===== src/rtl/pong_renderer.sv =====
// ============================================================================
// pong_renderer
//   VGA raster generator with ball/paddle renderer. Free-running h/v counters
//   drive a one-stage output pipeline (rgb, sync, col, row, update_screen).
//   Object positions are shadowed once per frame so a frame never tears.
//   Timing geometry is parameterised; defaults give 640x480 @ 800x525.
// Revision: 1.0 - initial release
// ============================================================================
`default_nettype none

module pong_renderer #(
  parameter int BALL_SIZE = 8,
  parameter int PADDLE_W  = 8,
  parameter int PADDLE_H  = 48,
  parameter int H_VISIBLE = 640,
  parameter int H_FRONT   = 16,
  parameter int H_SYNC    = 96,
  parameter int H_BACK    = 48,
  parameter int V_VISIBLE = 480,
  parameter int V_FRONT   = 10,
  parameter int V_SYNC    = 2,
  parameter int V_BACK    = 33
) (
  input  logic       clk,
  input  logic       rst_n,
  input  logic [9:0] ball_top_i,
  input  logic [9:0] ball_left_i,
  input  logic [9:0] paddle_x_i,
  input  logic [9:0] paddle_y_i,
  output logic       update_screen_o,
  output logic       hsync_o,
  output logic       vsync_o,
  output logic [2:0] rgb_o,
  output logic [9:0] col_o,
  output logic [9:0] row_o
);

  localparam int H_TOTAL = H_VISIBLE + H_FRONT + H_SYNC + H_BACK;
  localparam int V_TOTAL = V_VISIBLE + V_FRONT + V_SYNC + V_BACK;

  localparam logic [9:0] H_MAX      = 10'(H_TOTAL - 1);
  localparam logic [9:0] V_MAX      = 10'(V_TOTAL - 1);
  localparam logic [9:0] H_VIS      = 10'(H_VISIBLE);
  localparam logic [9:0] V_VIS      = 10'(V_VISIBLE);
  localparam logic [9:0] HS_FIRST   = 10'(H_VISIBLE + H_FRONT);
  localparam logic [9:0] HS_LAST    = 10'(H_VISIBLE + H_FRONT + H_SYNC - 1);
  localparam logic [9:0] VS_FIRST   = 10'(V_VISIBLE + V_FRONT);
  localparam logic [9:0] VS_LAST    = 10'(V_VISIBLE + V_FRONT + V_SYNC - 1);

  localparam logic [10:0] BALL_EXT  = 11'(BALL_SIZE);
  localparam logic [10:0] PAD_W_EXT = 11'(PADDLE_W);
  localparam logic [10:0] PAD_H_EXT = 11'(PADDLE_H);

  // Raster counters
  logic [9:0] h_q, h_d;
  logic [9:0] v_q, v_d;

  // Per-frame shadow copies of object positions
  logic [9:0] ball_top_q, ball_left_q, paddle_x_q, paddle_y_q;

  // Output pipeline registers
  logic [2:0] rgb_q, rgb_d;
  logic       hsync_q, hsync_d;
  logic       vsync_q, vsync_d;
  logic [9:0] col_q, row_q;
  logic       update_q, update_d;

  // Hit-test intermediates (11-bit so right/bottom edges never wrap)
  logic        shadow_load;
  logic        visible;
  logic        ball_hit;
  logic        paddle_hit;
  logic [10:0] h_ext, v_ext;
  logic [10:0] ball_right, ball_bottom, pad_right, pad_bottom;

  // Next raster position: h wraps each line, v advances on the h wrap
  always_comb begin
    h_d = h_q + 10'd1;
    v_d = v_q;
    if (h_q == H_MAX) begin
      h_d = 10'd0;
      v_d = (v_q == V_MAX) ? 10'd0 : v_q + 10'd1;
    end
  end

  // Raster counter state
  always_ff @(posedge clk or negedge rst_n) begin
    if (!rst_n) begin
      h_q <= 10'd0;
      v_q <= 10'd0;
    end else begin
      h_q <= h_d;
      v_q <= v_d;
    end
  end

  assign shadow_load = (h_q == H_MAX) && (v_q == V_MAX);

  // Capture object positions only on the last pixel of the frame
  always_ff @(posedge clk or negedge rst_n) begin
    if (!rst_n) begin
      ball_top_q  <= 10'd0;
      ball_left_q <= 10'd0;
      paddle_x_q  <= 10'd0;
      paddle_y_q  <= 10'd0;
    end else if (shadow_load) begin
      ball_top_q  <= ball_top_i;
      ball_left_q <= ball_left_i;
      paddle_x_q  <= paddle_x_i;
      paddle_y_q  <= paddle_y_i;
    end
  end

  assign h_ext       = {1'b0, h_q};
  assign v_ext       = {1'b0, v_q};
  assign ball_right  = {1'b0, ball_left_q} + BALL_EXT;
  assign ball_bottom = {1'b0, ball_top_q}  + BALL_EXT;
  assign pad_right   = {1'b0, paddle_x_q}  + PAD_W_EXT;
  assign pad_bottom  = {1'b0, paddle_y_q}  + PAD_H_EXT;

  assign visible    = (h_q < H_VIS) && (v_q < V_VIS);
  assign ball_hit   = (h_q >= ball_left_q) && (h_ext < ball_right) &&
                      (v_q >= ball_top_q)  && (v_ext < ball_bottom);
  assign paddle_hit = (h_q >= paddle_x_q)  && (h_ext < pad_right) &&
                      (v_q >= paddle_y_q)  && (v_ext < pad_bottom);

  // Pixel colour, sync and frame-tick decode for the current raster position
  always_comb begin
    rgb_d = 3'b000;
    if (visible && ball_hit) begin
      rgb_d = 3'b111;
    end else if (visible && paddle_hit) begin
      rgb_d = 3'b010;
    end
    hsync_d  = !((h_q >= HS_FIRST) && (h_q <= HS_LAST));
    vsync_d  = !((v_q >= VS_FIRST) && (v_q <= VS_LAST));
    update_d = (h_q == 10'd0) && (v_q == V_VIS);
  end

  // One-cycle output pipeline keeping all outputs aligned with col/row
  always_ff @(posedge clk or negedge rst_n) begin
    if (!rst_n) begin
      rgb_q    <= 3'b000;
      hsync_q  <= 1'b1;
      vsync_q  <= 1'b1;
      col_q    <= 10'd0;
      row_q    <= 10'd0;
      update_q <= 1'b0;
    end else begin
      rgb_q    <= rgb_d;
      hsync_q  <= hsync_d;
      vsync_q  <= vsync_d;
      col_q    <= h_q;
      row_q    <= v_q;
      update_q <= update_d;
    end
  end

  assign rgb_o           = rgb_q;
  assign hsync_o         = hsync_q;
  assign vsync_o         = vsync_q;
  assign col_o           = col_q;
  assign row_o           = row_q;
  assign update_screen_o = update_q;

endmodule

`default_nettype wire


===== config.mk =====
export PLATFORM = sky130hd
export DESIGN_NAME = pong_renderer
export DESIGN_NICKNAME = d
export VERILOG_FILES = /design/src/rtl/pong_renderer.sv
export SDC_FILE = /design/constraint.sdc
export NUM_CORES = 1
export LEC_CHECK = 0
export BUFFER_PORTS_ARGS = -buffer_cell sky130_fd_sc_hd__buf_4
export CAP_MARGIN = 20
export CORE_ASPECT_RATIO = 1.1
export CORE_MARGIN = 4
export CORE_UTILIZATION = 57
export CTS_CLUSTER_DIAMETER = 200
export CTS_CLUSTER_SIZE = 10
export DETAILED_ROUTE_END_ITERATION = 12
export PLACE_DENSITY = 0.75
export SYNTH_ARGS = -nofsm -noshare
export SYNTH_HDL_FRONTEND = slang
export SYNTH_SLANG_ARGS = --single-unit

===== constraint.sdc =====
create_clock -name clk -period 3 [get_ports clk]
set_input_delay 0.6 -clock clk [delete_from_list [all_inputs] [get_ports clk]]
set_output_delay 0.6 -clock clk [all_outputs]
set_load 0.05 [all_outputs]

# Word-level counts from Yosys, hierarchy flattened
# Index checks and enable logic that the tools add are counted.
# classes
addsub	6
reduce_logical	16
div	0
multipliers	0
n_eq_ne	3
n_mux	4
magnitude_cmp	14
shifts	0
n_bitwise	0
# op_table
op	count
10-bit by 11-bit less-than comparator with 1-bit output	4
10-bit >= comparator	4
10-bit by 4-bit adder with 11-bit output, second input constant	3
10-bit by 1-bit adder with 10-bit output, second input constant	2
10-bit == test, second input constant	2
10-bit 2-to-1 mux	2
1-bit logical AND	13
10-bit by 6-bit adder with 11-bit output, second input constant	1
10-bit by 9-bit == test with 1-bit output, second input constant	1
10-bit >= comparator, second input constant	1
10-bit by 9-bit >= comparator with 1-bit output, second input constant	1
10-bit less-or-equal comparator, second input constant	1
10-bit by 9-bit less-or-equal comparator with 1-bit output, second input constant	1
10-bit zero test	1
10-bit less-than comparator, second input constant	1
10-bit by 9-bit less-than comparator with 1-bit output, second input constant	1
3-bit 2-to-1 mux	1
1-bit zero test	2
2-bit 2-to-1 mux	1
# totals
ramBits	0
regBits	86
romBits	0
latch_bits	0
mem_count	0
output_inout_bits	26
elab_cells	55

# Logic depth before layout (Yosys ltp)
# logic_depth
ltp_word	8
ltp_mapped	10
mapped_depth_nobuf	10

# Least setup slack after synthesis
# No wires, ideal clock.
# synth_timing
path_type	register to register
start	reg v_q[0]
end	reg ball_left_q[0]
stages_incl_launch_ff	9
arrival_time_ps	2176
t_required_ps	2873
setup_ps	127
slack_ps	696
synth_period_minus_slack_ps	2304
path_cell_list	dfrtp_1 inv_1 ha_1 nand2_1 or4_1 or4_4 nor2_4 buf_6 mux2_1
# synth_between
elab_chain_len	2
# synth_lines
item	line	source
start, declared	56	logic [9:0] v_q, v_d;
start signal, assigned	93	v_q <= v_d;
10-bit == test	97	assign shadow_load = (h_q == H_MAX) && (v_q == V_MAX);
1-bit logical AND	97	
end signal, assigned	108	ball_left_q <= ball_left_i;
end, declared	59	logic [9:0] ball_top_q, ball_left_q, paddle_x_q, paddle_y_q;
# No other way between the ends.
# A chain may end at the register's enable or synchronous reset.

# Worst setup path after layout
# layout_timing
start	reg v_q[1]
end	reg ball_left_q[7]
# The elaborated chain is that of the path after synthesis.

==> reports/qor.yml <==
die:
  fp.dieH_microns: 108
  initial_core_util_pct: 58.6
  io_pins: 68
  dieWidth_microns: 99.3
  core.rowCount: 36
  core_area_sq_mm: 0.00892
  die_area_sq_mm: 0.0108
synth:
  synth.distinct_cells: 48
  ys_seq_area_share_pct: 40.7
  synth-edff-count: 0
  synth_area_leader_cell: "dfrtp_1"
  async_reset_ff_share_pct: 100
  synth-main-ff-cell: "dfrtp_1"
  syn_area_per_cell_sq_um: 10.0
  synth_top_cell_area_share_pct: 39.7
  syn_inst: 523
  syn-cell-area_sq_mm: 0.00523
  yosys_warnings: 0
  synthesis.nets: 640
  synth-seq-cells: 85
  synth_area_leaders: "dfrtp_1 (40%), ha_1 (18%), o21ai_2 (5.7%)"
critical_path:
  cpPeakStageDelay_ns: 0.48
  crit_buf_inv: 2
  cp.required_ns: 3.30
  cp_cell_sequence: "inv_1, ha_1, nand2_1, or4_1, or4_4, nor2_4, buf_4, nand2_1, o21ai_2"
  worstPathMaxFanout: 20
  cp-end-kind: "flop"
  critPathKind: "reg -> reg"
  crit_top_cell: "nand2_1"
  start_kind: "flop"
  slowest_stage: "dfrtp_1"
  critPathTopFamily: "simple AND/OR/NAND/NOR gates"
  crit_arrival_ns: 2.95
sta:
  worst_slack_ns: 0.347
  drv_slew: 0
  maxSlewHeadroom_pct: 47.7
  holdWs_ns: 0.212
  hold_viol: 0
  max_freq_ghz: 0.377
  worst_pin_slew_ns: 0.778
  skew_ns: 0.0112
  rsz0062_at_grt: "no"
  setup_viol: 0
  post-route-period-util_pct: 88.4
  finalSetupTns_ns: 0
  period_needed_ns: 2.65
drt:
  drtIter0Drc: 171
  drt-total-wl_microns: 11600
  via_count: 4100
  viasPerCell: 5.67
  drc_errors: 0
  ant_nets: 0
  routedWlPerCell_microns: 16.1
  drt_first_pass_iters: 4
clock_network:
  cts_resized: 0
  cts-hold-fix-buffers: 0
  clockBufferDepth: 2
  clk_latency_ns: 0.36
  cts_sinks: 85
  cts_buffers: 9
  clkTransAtPathRegs_ns: 0.09
  cts-htree-levels: 3
  cts_setup_buffers: 0
  cts_tree: "built"
  root_buffer: "clkbuf_8"
global_routing:
  grt_max_degree: 43
  grt_usage_pct: 23.1
  antenna_found_initial: 0
  grt_pass1_wl_microns: 19700
  grt_pass1_vias: 4346
  grt_overflow: 0
cells_and_area:
  final_cell_mix: "dfrtp_1 (83), buf_4 (82), ha_1 (75)"
  drive_gt1_share_pct: 22.5
  layout-area-overhead-vs-synth_pct: 15.7
  antennaDiodeCount: 0
  stdcell_count: 723
  final_common_cell: "dfrtp_1"
  final_nets: 721
power_and_ir_drop:
  total_power_w: 0.00191
  p_comb_share_pct: 3.4
  power.density_mw_per_mm2: 316
  power_switching_w: 0.000430
  clkPwrFrac_pct: 36.6
  internal-power_w: 0.00148
  p_leak_nw: 3.12
  p_sw_share_pct: 22.5
  ir_drop_uv: 245
  p_seq_share_pct: 60.0
place:
  dp_hpwl_microns: 8910
  placedCellCount: 707
  io_buffers: 67
  pre_cts_slack_ns: 0.376
  gp_congestion: 0.958
run_status:
  outcome: "completed"
flow_run:
  drv_cap: 0
worst_hold_path:
  min_path_type: "in -> async"
## cell usage after synthesis, drive strengths merged (3+ instances only)
cell type and instances:
a211oi 6, a21o 5, a21oi 24, and3 5, and4 3, buf 9, clkbuf 3, dfrtp 83
ha 75, inv 48, mux2 5, nand2 60, nand3 24, nand4 8, nor2 13, nor2b 9
nor3 7, nor4 5, o2111ai 5, o211ai 5, o21a 3, o21ai 64, or3 4, or4 4
xnor2 21, xor2 6
## worst paths after layout
kind,slack [ns],start,cells after the start,end
max,0.35,v_q[1],9,ball_left_q[7]
min,0.21,rst_n,1,col_o[8]
max reg2reg,0.35,v_q[1],9,ball_left_q[7]
min reg2reg,0.45,v_q[0],0,row_o[0]
max in group asynchronous,2.05,rst_n,2,vsync_o
min in group clk,0.43,paddle_y_i[7],3,paddle_y_q[7]
## sequential cells by signal, summed over array words and instances (netlist names)
register         count
paddle_y_q          10
rgb_o                2
row_o               10
ball_left_q         10
ball_top_q          10
paddle_x_q          10
update_screen_o      1
vsync_o              1
col_o               10
v_q                 10
h_q                 10
hsync_o              1
## final cells by class
| class | instances | area, sq um |
|---|---|---|
| fillers | 725 | 2870 |
| multi-input cells | 378 | 2820 |
| flip-flops and latches | 85 | 2130 |
| repair buffers | 82 | 616 |
| inverters | 48 | 180 |
| well taps | 114 | 143 |
| clock buffers | 13 | 139 |
| clock inverters | 3 | 15.0 |
## cells by family after synthesis
family / after synthesis / synth area share, %
AO/OA/AOI/OAI: 122 / 16.0
XOR/XNOR: 27 / 4.52
adder cells (fa/ha/maj): 75 / 18.0
buffers and inverters: 60 / 5.24
flip-flops: 85 / 40.7
multiplexers: 5 / 1.08
AND/OR/NAND/NOR: 149 / 14.5
## through the flow
| step | util [%] | instance area (sq um) |
|---|---|---|
| 6_report | 67.8 | 6050 |
| 5_1_grt | 67.8 | 6050 |
| 4_1_cts | 67.8 | 6050 |
| 3_5_place_dp | 66.1 | 5890 |
| 3_3_place_gp | 66.1 | 5890 |
| 2_1_floorplan | - | 5230 |
## per-layer routing
layer / vias to the layer above / global-route usage (%) / part of all wire (%)
li1: 2014 / - / -
met1: 1953 / 28.9 / 44
met2: 109 / 39.3 / 49
met3: 24 / 3.74 / 4.8
met4: 0 / 10.6 / 2.7
met5: - / 0 / 0
## power groups by stage
stage               Combinational [W]  Clock [W]  Sequential, W
finish                      0.0000648   0.000699        0.00114
detailed placement          0.0000672          0        0.00117
global route                0.0000732   0.000751        0.00114
global placement            0.0000673          0        0.00117
CTS                         0.0000673   0.000713        0.00114
floorplan                 0.000000712          0        0.00117
No activity file was read; power rests on OpenSTA's default activity.
